$ cat src/rtl/mem_arbiter.sv
// mem_arbiter: shares one memory port between IFU and LSU; define MEM_ARB_RR_EN for round-robin arbitration.
module mem_arbiter #(
  parameter int AW      = 32,
  parameter int DW      = 32,
  parameter int TIMEOUT = 255
) (
  input  logic          clk,
  input  logic          rst_n,
  input  logic          ifu_req_valid,
  output logic          ifu_req_ready,
  input  logic [AW-1:0] ifu_addr,
  output logic          ifu_rsp_valid,
  output logic [DW-1:0] ifu_rsp_data,
  output logic          ifu_rsp_err,
  input  logic          lsu_req_valid,
  output logic          lsu_req_ready,
  input  logic          lsu_we,
  input  logic [2:0]    lsu_ctr,
  input  logic [AW-1:0] lsu_addr,
  input  logic [DW-1:0] lsu_wdata,
  output logic          lsu_rsp_valid,
  output logic [DW-1:0] lsu_rsp_data,
  output logic          lsu_rsp_err,
  output logic          mem_req_valid,
  input  logic          mem_req_ready,
  output logic          mem_we,
  output logic [AW-1:0] mem_addr,
  output logic [DW-1:0] mem_wdata,
  output logic [3:0]    mem_wmask,
  input  logic          mem_rsp_valid,
  input  logic [DW-1:0] mem_rdata
);
  localparam int CW = $clog2(TIMEOUT + 2);
  typedef enum logic [2:0] {IDLE, ISSUE, WAIT, RESP, ERR} state_t;
  state_t        state_q, state_d;
  logic          owner_q, owner_d;
  logic          we_q, we_d;
  logic [2:0]    ctr_q, ctr_d;
  logic [AW-1:0] addr_q, addr_d;
  logic [DW-1:0] wdata_q, wdata_d, rdata_q, rdata_d;
  logic [CW-1:0] cnt_q, cnt_d;
  logic          prio_lsu, lsu_gnt, ifu_gnt, accept, bad, rsp_v;
  logic [1:0]    off;
  logic [DW-1:0] sh, fmt;
`ifdef MEM_ARB_RR_EN
  logic last_q, last_d;
  assign prio_lsu = !last_q;
  // remember who won the last accept so the other side wins the next tie
  always_comb last_d = accept ? lsu_req_ready : last_q;
  // last-grant register, starts at IFU so the first tie goes to LSU
  always_ff @(posedge clk or negedge rst_n)
    if (!rst_n) last_q <= 1'b0;
    else        last_q <= last_d;
`else
  assign prio_lsu = 1'b1;
`endif
  // grant and legality of the request presented this cycle
  always_comb begin
    lsu_gnt       = lsu_req_valid && (prio_lsu || !ifu_req_valid);
    ifu_gnt       = ifu_req_valid && !lsu_gnt;
    lsu_req_ready = rst_n && state_q == IDLE && lsu_gnt;
    ifu_req_ready = rst_n && state_q == IDLE && ifu_gnt;
    accept        = lsu_req_ready || ifu_req_ready;
    bad           = lsu_req_ready ?
                    (lsu_ctr == 3'b011 || lsu_ctr[2:1] == 2'b11 ||
                     (lsu_ctr[1:0] == 2'b01 && lsu_addr[0]) ||
                     (lsu_ctr[1:0] == 2'b10 && lsu_addr[1:0] != 2'b00)) :
                    ifu_addr[1:0] != 2'b00;
  end
  // next state: latch the request, sequence issue/wait, watch the timeout
  always_comb begin
    state_d = state_q;
    owner_d = owner_q;
    we_d    = we_q;
    ctr_d   = ctr_q;
    addr_d  = addr_q;
    wdata_d = wdata_q;
    rdata_d = rdata_q;
    cnt_d   = cnt_q;
    case (state_q)
      IDLE: if (accept) begin
        owner_d = lsu_req_ready;
        we_d    = lsu_req_ready && lsu_we;
        ctr_d   = lsu_req_ready ? lsu_ctr : 3'b010;
        addr_d  = lsu_req_ready ? lsu_addr : ifu_addr;
        wdata_d = lsu_req_ready ? lsu_wdata : '0;
        state_d = bad ? ERR : ISSUE;
      end
      ISSUE: if (mem_req_ready) begin
        state_d = WAIT;
        cnt_d   = '0;
      end
      WAIT: if (mem_rsp_valid) begin
        rdata_d = mem_rdata;
        state_d = RESP;
      end else if (cnt_q == CW'(TIMEOUT)) state_d = ERR;
      else cnt_d = cnt_q + 1'b1;
      default: state_d = IDLE;
    endcase
  end
  // state and request registers
  always_ff @(posedge clk or negedge rst_n)
    if (!rst_n) begin
      state_q <= IDLE;
      owner_q <= 1'b0;
      we_q    <= 1'b0;
      ctr_q   <= 3'b000;
      addr_q  <= '0;
      wdata_q <= '0;
      rdata_q <= '0;
      cnt_q   <= '0;
    end else begin
      state_q <= state_d;
      owner_q <= owner_d;
      we_q    <= we_d;
      ctr_q   <= ctr_d;
      addr_q  <= addr_d;
      wdata_q <= wdata_d;
      rdata_q <= rdata_d;
      cnt_q   <= cnt_d;
    end
  // memory request payload, lane-aligned read formatting and response pulses
  always_comb begin
    off           = addr_q[1:0];
    sh            = rdata_q >> {off, 3'b000};
    fmt           = we_q ? '0 : !owner_q ? rdata_q :
                    ctr_q[1:0] == 2'b00 ? {{24{~ctr_q[2] & sh[7]}}, sh[7:0]} :
                    ctr_q[1:0] == 2'b01 ? {{16{~ctr_q[2] & sh[15]}}, sh[15:0]} : sh;
    mem_req_valid = state_q == ISSUE;
    mem_we        = mem_req_valid && we_q;
    mem_addr      = mem_req_valid ? {addr_q[AW-1:2], 2'b00} : '0;
    mem_wdata     = mem_req_valid ? wdata_q << {off, 3'b000} : '0;
    mem_wmask     = !mem_we ? 4'b0000 :
                    ctr_q[1:0] == 2'b00 ? 4'b0001 << off :
                    ctr_q[1:0] == 2'b01 ? 4'b0011 << off : 4'b1111;
    rsp_v         = state_q == RESP || state_q == ERR;
    lsu_rsp_valid = rsp_v && owner_q;
    ifu_rsp_valid = rsp_v && !owner_q;
    lsu_rsp_err   = lsu_rsp_valid && state_q == ERR;
    ifu_rsp_err   = ifu_rsp_valid && state_q == ERR;
    lsu_rsp_data  = lsu_rsp_valid && state_q == RESP ? fmt : '0;
    ifu_rsp_data  = ifu_rsp_valid && state_q == RESP ? rdata_q : '0;
  end
endmodule

$ cat config.mk
export PLATFORM = sky130hd
export DESIGN_NAME = mem_arbiter
export DESIGN_NICKNAME = d
export VERILOG_FILES = /design/src/rtl/mem_arbiter.sv
export SDC_FILE = /design/constraint.sdc
export NUM_CORES = 1
export LEC_CHECK = 0
export BUFFER_PORTS_ARGS = -buffer_cell sky130_fd_sc_hd__buf_4
export CORE_MARGIN = 5
export CORE_UTILIZATION = 28
export DETAILED_ROUTE_END_ITERATION = 6
export HOLD_SLACK_MARGIN = 0.15
export PLACE_DENSITY = 0.59
export SKIP_CTS_REPAIR_TIMING = 1
export SLEW_MARGIN = 40
export SYNTH_ARGS = -nofsm -noshare
export SYNTH_HDL_FRONTEND = slang
export SYNTH_SLANG_ARGS = --single-unit
$ cat constraint.sdc
create_clock -name clk -period 3.3 [get_ports clk]
set_input_delay 0.33 -clock clk [delete_from_list [all_inputs] [get_ports clk]]
set_output_delay 0.33 -clock clk [all_outputs]
set_load 0.1 [all_outputs]
==> flow_summary_export.csv, run 1 <==
group,metric,value,unit
final_layout,post-route-util,0.435,
cts,cts_made_buffers,17,
power_and_ir_drop,cellPowerDensity,903,mW/mm^2
grt,grt_pass1_vias,6382,
grt,global_route.usage.total,0.175,
final_layout,area_delta_synth_final,54.1,%
cts,h-tree-depth,4,
sta,fin_ws,0.300,ns
grt,grt_overflow,0,
yosys,muxShareOfSynthArea,0.110,
sta,setup_viol_count_final,0,
final_layout,multi_input_area,0.00349,sq mm
yosys,synth.largest_area_cell,"dfrtp_1",
cts,cts_root_buffer,"clkbuf_16",
cts,clkLatencyLatePin,0.41,ns
setup_path,rr_endpoint,"cnt_q[7]",
sta,tns,0,ns
floorplan,io_pins,278,
sta,clock_skew,0.00731,ns
floorplan,die_area,0.0267,sq mm
place,portBuffers,275,
yosys,synthFlopType,"dfrtp_1",
hold_path,whs_path_depth,2,
routing,firstDrtPassIters,5,
setup_path,worst_ep_arrival_time,2.67,ns
yosys,async_flop_share,1.00,
yosys,synth.most_common_cell,"dfrtp_1",
setup_path,reg2regPathDepth,9,
yosys,synth_area,0.00658,sq mm
routing,ant_nets,0,
setup_path,r2r_start,"cnt_q[0]",
place,dp_hpwl,17400,um
yosys,ys_types,53,
hold_path,hp-start,"lsu_wdata[19]",
cts,clkSlewWorstSetupHoldPaths,0.06,ns
power_and_ir_drop,p_leak,5.04,nW
sta,worst_pin_slew,0.768,ns
sta,layout_min_cycle_time,3.00,ns
setup_path,crit_family,"simple AND/OR/NAND/NOR gates",
sta,fin_crit_sh,0.909,
yosys,synth-edff-count,0,
yosys,synth-seq-cells,113,
floorplan,die_h,163,um
sta,maxSlewHeadroom,0.486,
floorplan,start_util,0.282,
power_and_ir_drop,ir_drop,0.537,mV
setup_path,path_cells,"nor2b_1 > nand4_1 > nor2_1 > a21o_1 > buf_4",
final_layout,regArea,0.00283,sq mm
cts,cts_tree,"yes",
place,gp_congestion,0.833,
final_layout,antenna_cells,0,
routing,drc_errors,0,
yosys,yosys.area_share.simple,0.208,
setup_path,critical_path_class,"register to primary output",
place,dpl_worst_slack,0.572,ns
cts,clock-sinks,113,
status,outcome,"finished clean",
setup_path,crit_path_end_kind,"primary output",
yosys,synth_fa_ha_area_frac,0.0114,
setup_path,crit_buf_inv,1,
floorplan,core_area,0.0233,sq mm
yosys,synth_top_family_by_area,"simple AND/OR/NAND/NOR gates",
sta,fmax,333,MHz
grt,grt_max_degree,67,
yosys,avgSynthCellArea,9.14,sq um
sta,rsz0062_at_grt,"false",
sta,maxSlewViolCount,0,
yosys,seq_area_frac_synth,0.430,
hold_path,worstHoldPathType,"input pin to register",
cts,clk_path_buf_depth,2,
floorplan,num_rows,56,
routing,avgRoutedWirePerCell,18.0,um
routing,routed_wl,24600,um
yosys,synthTopCellsByCount,"dfrtp_1, nor2_1, nand2_1",
routing,drt_iter0_drc,370,
final_layout,drive_gt1_frac,0.332,
yosys,yosysTopAreaCellShare,0.430,
run,maxCapViolations,0,
final_layout,final_cell_area,0.0101,sq mm
final_layout,num-nets-final,1178,
yosys,synth_xor_area_frac,0.00266,
setup_path,rrSetupSlack,0.56,ns
sta,hold_ws,0.153,ns
sta,finalHoldViolCount,0,
setup_path,worstSetupStartpointType,"register",
setup_path,cpPeakStageDelay,0.61,ns
yosys,synth_compound_area_frac,0.189,
place,place_area,0.00898,sq mm
setup_path,critPathSlowestCell,"dfrtp_1",
setup_path,path_max_fanout,12,
setup_path,crit_required,2.97,ns
hold_path,min_to,"wdata_q[19]",
routing,via_per_inst,4.83,
grt,antenna_found_initial,0,
routing,num_vias,6589,
floorplan,dieWidth,163,um
final_layout,fillers,2261,
yosys,ys_warn_count,0,
yosys,ys_top_cells_by_area,"dfrtp_1, mux2i_1, nor2_1",
grt,grt_pass1_wl,36500,um
yosys,syn_inst,720,
==> placed cells by master (no fill, tap or decap), drive strengths merged, types with 3 or more instances in the layout <==
| cell type | synthesis | layout |
|---|---|---|
| buf | 26 | 292 |
| dfrtp | 113 | 113 |
| nor2 | 90 | 90 |
| nand2 | 85 | 85 |
| dlygate4sd3 | 0 | 61 |
| and2 | 40 | 40 |
| a31oi | 35 | 35 |
| a22o | 35 | 35 |
| and3 | 34 | 34 |
| mux2i | 34 | 34 |
| mux2 | 32 | 32 |
| o21ai | 27 | 27 |
| a21oi | 23 | 23 |
| clkbuf | 33 | 18 |
| a211oi | 17 | 17 |
| o31ai | 13 | 13 |
| inv | 8 | 11 |
| nor2b | 10 | 10 |
| a21o | 10 | 10 |
| a311oi | 7 | 7 |
| ha | 6 | 6 |
| clkinv | 1 | 6 |
| nand2b | 5 | 5 |
| nor3 | 5 | 5 |
| nand3 | 4 | 4 |
| or3b | 3 | 3 |
| o22ai | 3 | 3 |
| clkinvlp | 0 | 3 |
==> sequential cells by signal (all words and copies together) (netlist names) <==
signal   count
addr_q      32
cnt_q        9
ctr_q        3
owner_q      1
rdata_q     32
state_q      3
wdata_q     32
we_q         1
==> layout make-up <==
cell class | instances | share of cell area
inverters | 9 | 0.00333
clock buffers | 18 | 0.0433
multi-input cells | 540 | 0.344
repair buffers | 353 | 0.279
well taps | 319 | 0.0394
clock inverters | 12 | 0.0110
flip-flops and latches | 113 | 0.279
==> metal layers <==
layer / wire length [um] / track usage / share of wire / vias to the layer above
li1: - / - / - / 3194
met1: 10600 / 0.225 / 0.43 / 3123
met2: 11600 / 0.279 / 0.47 / 256
met3: 2160 / 0.0669 / 0.088 / 16
met4: 274 / 0.0438 / 0.011 / 0
met5: 0 / 0 / 0 / -
==> stage by stage <==
stage | instances | total power [W]
2_1_floorplan | 721 | 0.00614
3_3_place_gp | 1273 | 0.00735
3_5_place_dp | 1273 | 0.00739
4_1_cts | 1303 | 0.00918
5_1_grt | 1364 | 0.00974
6_report | 1364 | 0.00915
==> power breakdown <==
part	leakage, nW	internal [W]	switching (W)
logic	3.40	0.00153	0.00323
clock network	0.265	0.00105	0.000701
registers	1.38	0.00203	0.000621
==> how the worst max path moves through the flow <==
stage                     from          endpoint  slack (ns)  depth (start not counted)
floorplan           state_q[2]      mem_wmask[1]        0.05                          6
global placement      cnt_q[0]          cnt_q[7]        0.58                          9
detailed placement    cnt_q[0]          cnt_q[7]        0.57                          9
finish                 owner_q  lsu_rsp_data[24]        0.30                          5
CTS                 state_q[2]  lsu_rsp_data[26]        0.27                          5
global route           owner_q  lsu_rsp_data[24]        0.08                          5
==> cell families (layout without fill, tap and decap cells) <==
group / count (synthesis) / after routing
other: 1 / 2
buffers and inverters: 68 / 392
AO/OA/AOI/OAI: 177 / 177
AND/OR/NAND/NOR: 286 / 286
XOR/XNOR: 2 / 2
flip-flops: 113 / 113
multiplexers: 67 / 67
adder cells (fa/ha/maj): 6 / 6
No activity file was read; power rests on OpenSTA's default activity.
==> run 2: changes to the inputs <==
--- a/config.mk
+++ b/config.mk
@@ -11,6 +11,7 @@
 export DETAILED_ROUTE_END_ITERATION = 6
 export HOLD_SLACK_MARGIN = 0.15
 export PLACE_DENSITY = 0.59
+export SETUP_SLACK_MARGIN = 0.5
 export SKIP_CTS_REPAIR_TIMING = 1
 export SLEW_MARGIN = 40
 export SYNTH_ARGS = -nofsm -noshare
==> run 2 against run 1 <==
Effect of this change:
- clock power increased by 2%
- largest power group unchanged
- critical path depth increased by 1
- count of clock-buffer cells in the layout unchanged
- largest cell class unchanged
- highest routed layer unchanged
- wire length increased by 2.2%
- sequential cell count unchanged
==> flow_summary_export.csv, run 2 (synthesized netlist as in run 1, its figures left out) <==
group,metric,value,unit
run,maxCapViolations,0,
grt,antenna_found_initial,0,
place,dpl_worst_slack,0.538,ns
routing,routed_wl,25100,um
sta,rsz0062_at_grt,"true",
floorplan,die_area,0.0267,sq mm
cts,cts_root_buffer,"clkbuf_16",
cts,h-tree-depth,4,
sta,tns,0,ns
final_layout,layout_common_cells,"buf_4, dfrtp_1, nand2_1",
routing,firstDrtPassIters,4,
cts,clock-sinks,113,
grt,use_met3,0.0641,
cts,clkLatencyLatePin,0.41,ns
sta,layout_min_cycle_time,2.67,ns
sta,maxSlewViolCount,0,
floorplan,num_rows,56,
setup_path,critical_path_class,"register to primary output",
setup_path,crit_path_end_kind,"primary output",
sta,fin_ws,0.628,ns
place,gp_congestion,0.853,
cts,clk_path_buf_depth,2,
grt,grt_pass1_wl,37000,um
grt,busiest_layer,"met2",
floorplan,start_util,0.282,
grt,grt_pass1_vias,6329,
floorplan,dieWidth,163,um
sta,worst_pin_slew,0.683,ns
final_layout,fillers,2324,
place,place_inst,1278,
final_layout,antenna_cells,0,
grt,use_met1,0.229,
floorplan,core_area,0.0233,sq mm
sta,maxSlewHeadroom,0.543,
floorplan,io_pins,278,
status,outcome,"finished clean",
final_layout,area_delta_synth_final,59.3,%
place,dp_hpwl,18000,um
place,portBuffers,275,
cts,cts_tree,"yes",
setup_path,worst_ep_arrival_time,2.34,ns
grt,global_route.usage.total,0.178,
sta,clock_skew,0.0123,ns
routing,ant_nets,0,
sta,fmax,374,MHz
routing,via_per_inst,4.83,
final_layout,num-nets-final,1190,
routing,drc_errors,0,
power_and_ir_drop,cellPowerDensity,898,mW/mm^2
floorplan,die_h,163,um
cts,clkSlewWorstSetupHoldPaths,0.06,ns
hold_path,whs_path_depth,2,
grt,grt_overflow,0,
setup_path,rrSetupSlack,0.64,ns
sta,hold_ws,0.168,ns
grt,grt_util_met2,0.291,
sta,setup_viol_count_final,0,
cts,cts_made_buffers,17,
final_layout,largest_registers,"addr_q: 32 flops, rdata_q: 32 flops, wdata_q: 32 flops",
setup_path,crit_required,2.97,ns
grt,grt_max_degree,73,
routing,drt_iter0_drc,362,
sta,fin_crit_sh,0.810,
final_layout,layout_commonest_cell,"buf_4",
power_and_ir_drop,p_leak,5.13,nW
final_layout,drive_gt1_frac,0.392,
final_layout,final_cells,1378,
power_and_ir_drop,ir_drop,0.569,mV
routing,avgRoutedWirePerCell,18.2,um
setup_path,reg2regPathDepth,9,
routing,num_vias,6654,
sta,finalHoldViolCount,0,
setup_path,worstSetupStartpointType,"register",
hold_path,worstHoldPathType,"input pin to register",
setup_path,path_max_fanout,12,
run 2: cell count changes in the layout (fill, tap and decap cells not counted), sizes merged:
cell,change
buf,+8
dlygate4sd3,+4
inv,+2
clkinv,-1
clkinvlp,+1
run 2: through the flow:
stage | cell area (sq um) | total power (W) | util
after floorplan | 6780 | 0.00626 | -
after CTS | 9720 | 0.00938 | 0.416
after global routing | 10500 | 0.00999 | 0.449
final | 10500 | 0.00941 | 0.449
after detailed placement | 9150 | 0.00754 | 0.392
after global placement | 9140 | 0.00750 | 0.392
run 2: worst max-delay path, cell delays in order, from the launching register on:
cell	delay [ns]
dfrtp_1	0.54
or3b_1	0.43
inv_2	0.10
nand2_2	0.21
nor2_4	0.22
and2_1	0.15
buf_4	0.28
run 2: final timing paths:
kind | startpoint | end
max | state_q[0] | mem_wdata[2]
min | mem_rdata[15] | rdata_q[15]
max reg2reg | cnt_q[1] | cnt_q[7]
min reg2reg | wdata_q[26] | wdata_q[26]
max in group asynchronous | rst_n | rdata_q[28]
min in group asynchronous | rst_n | wdata_q[27]
run 2: cell type report:
cell class	instances	area, sq um	area share
Sequential cell	113	2830	0.270
Inverter	9	33.8	0.00322
Tap cell	319	399	0.0381
Multi-Input combinational cell	540	3670	0.350
Clock inverter	14	131	0.0125
Timing Repair Buffer	365	2980	0.284
Clock buffer	18	439	0.0419
run 2: report_power, final:
part	total [W]	internal (W)	switching (W)
registers	0.00268	0.00202	0.000656
logic	0.00494	0.00159	0.00335
clock network	0.00179	0.00107	0.000724
run 2: routing by layer:
metal | share of wire | vias up
li1 | - | 3218
met1 | 0.43 | 3159
met2 | 0.48 | 260
met3 | 0.083 | 17
met4 | 0.011 | 0
met5 | 0 | -
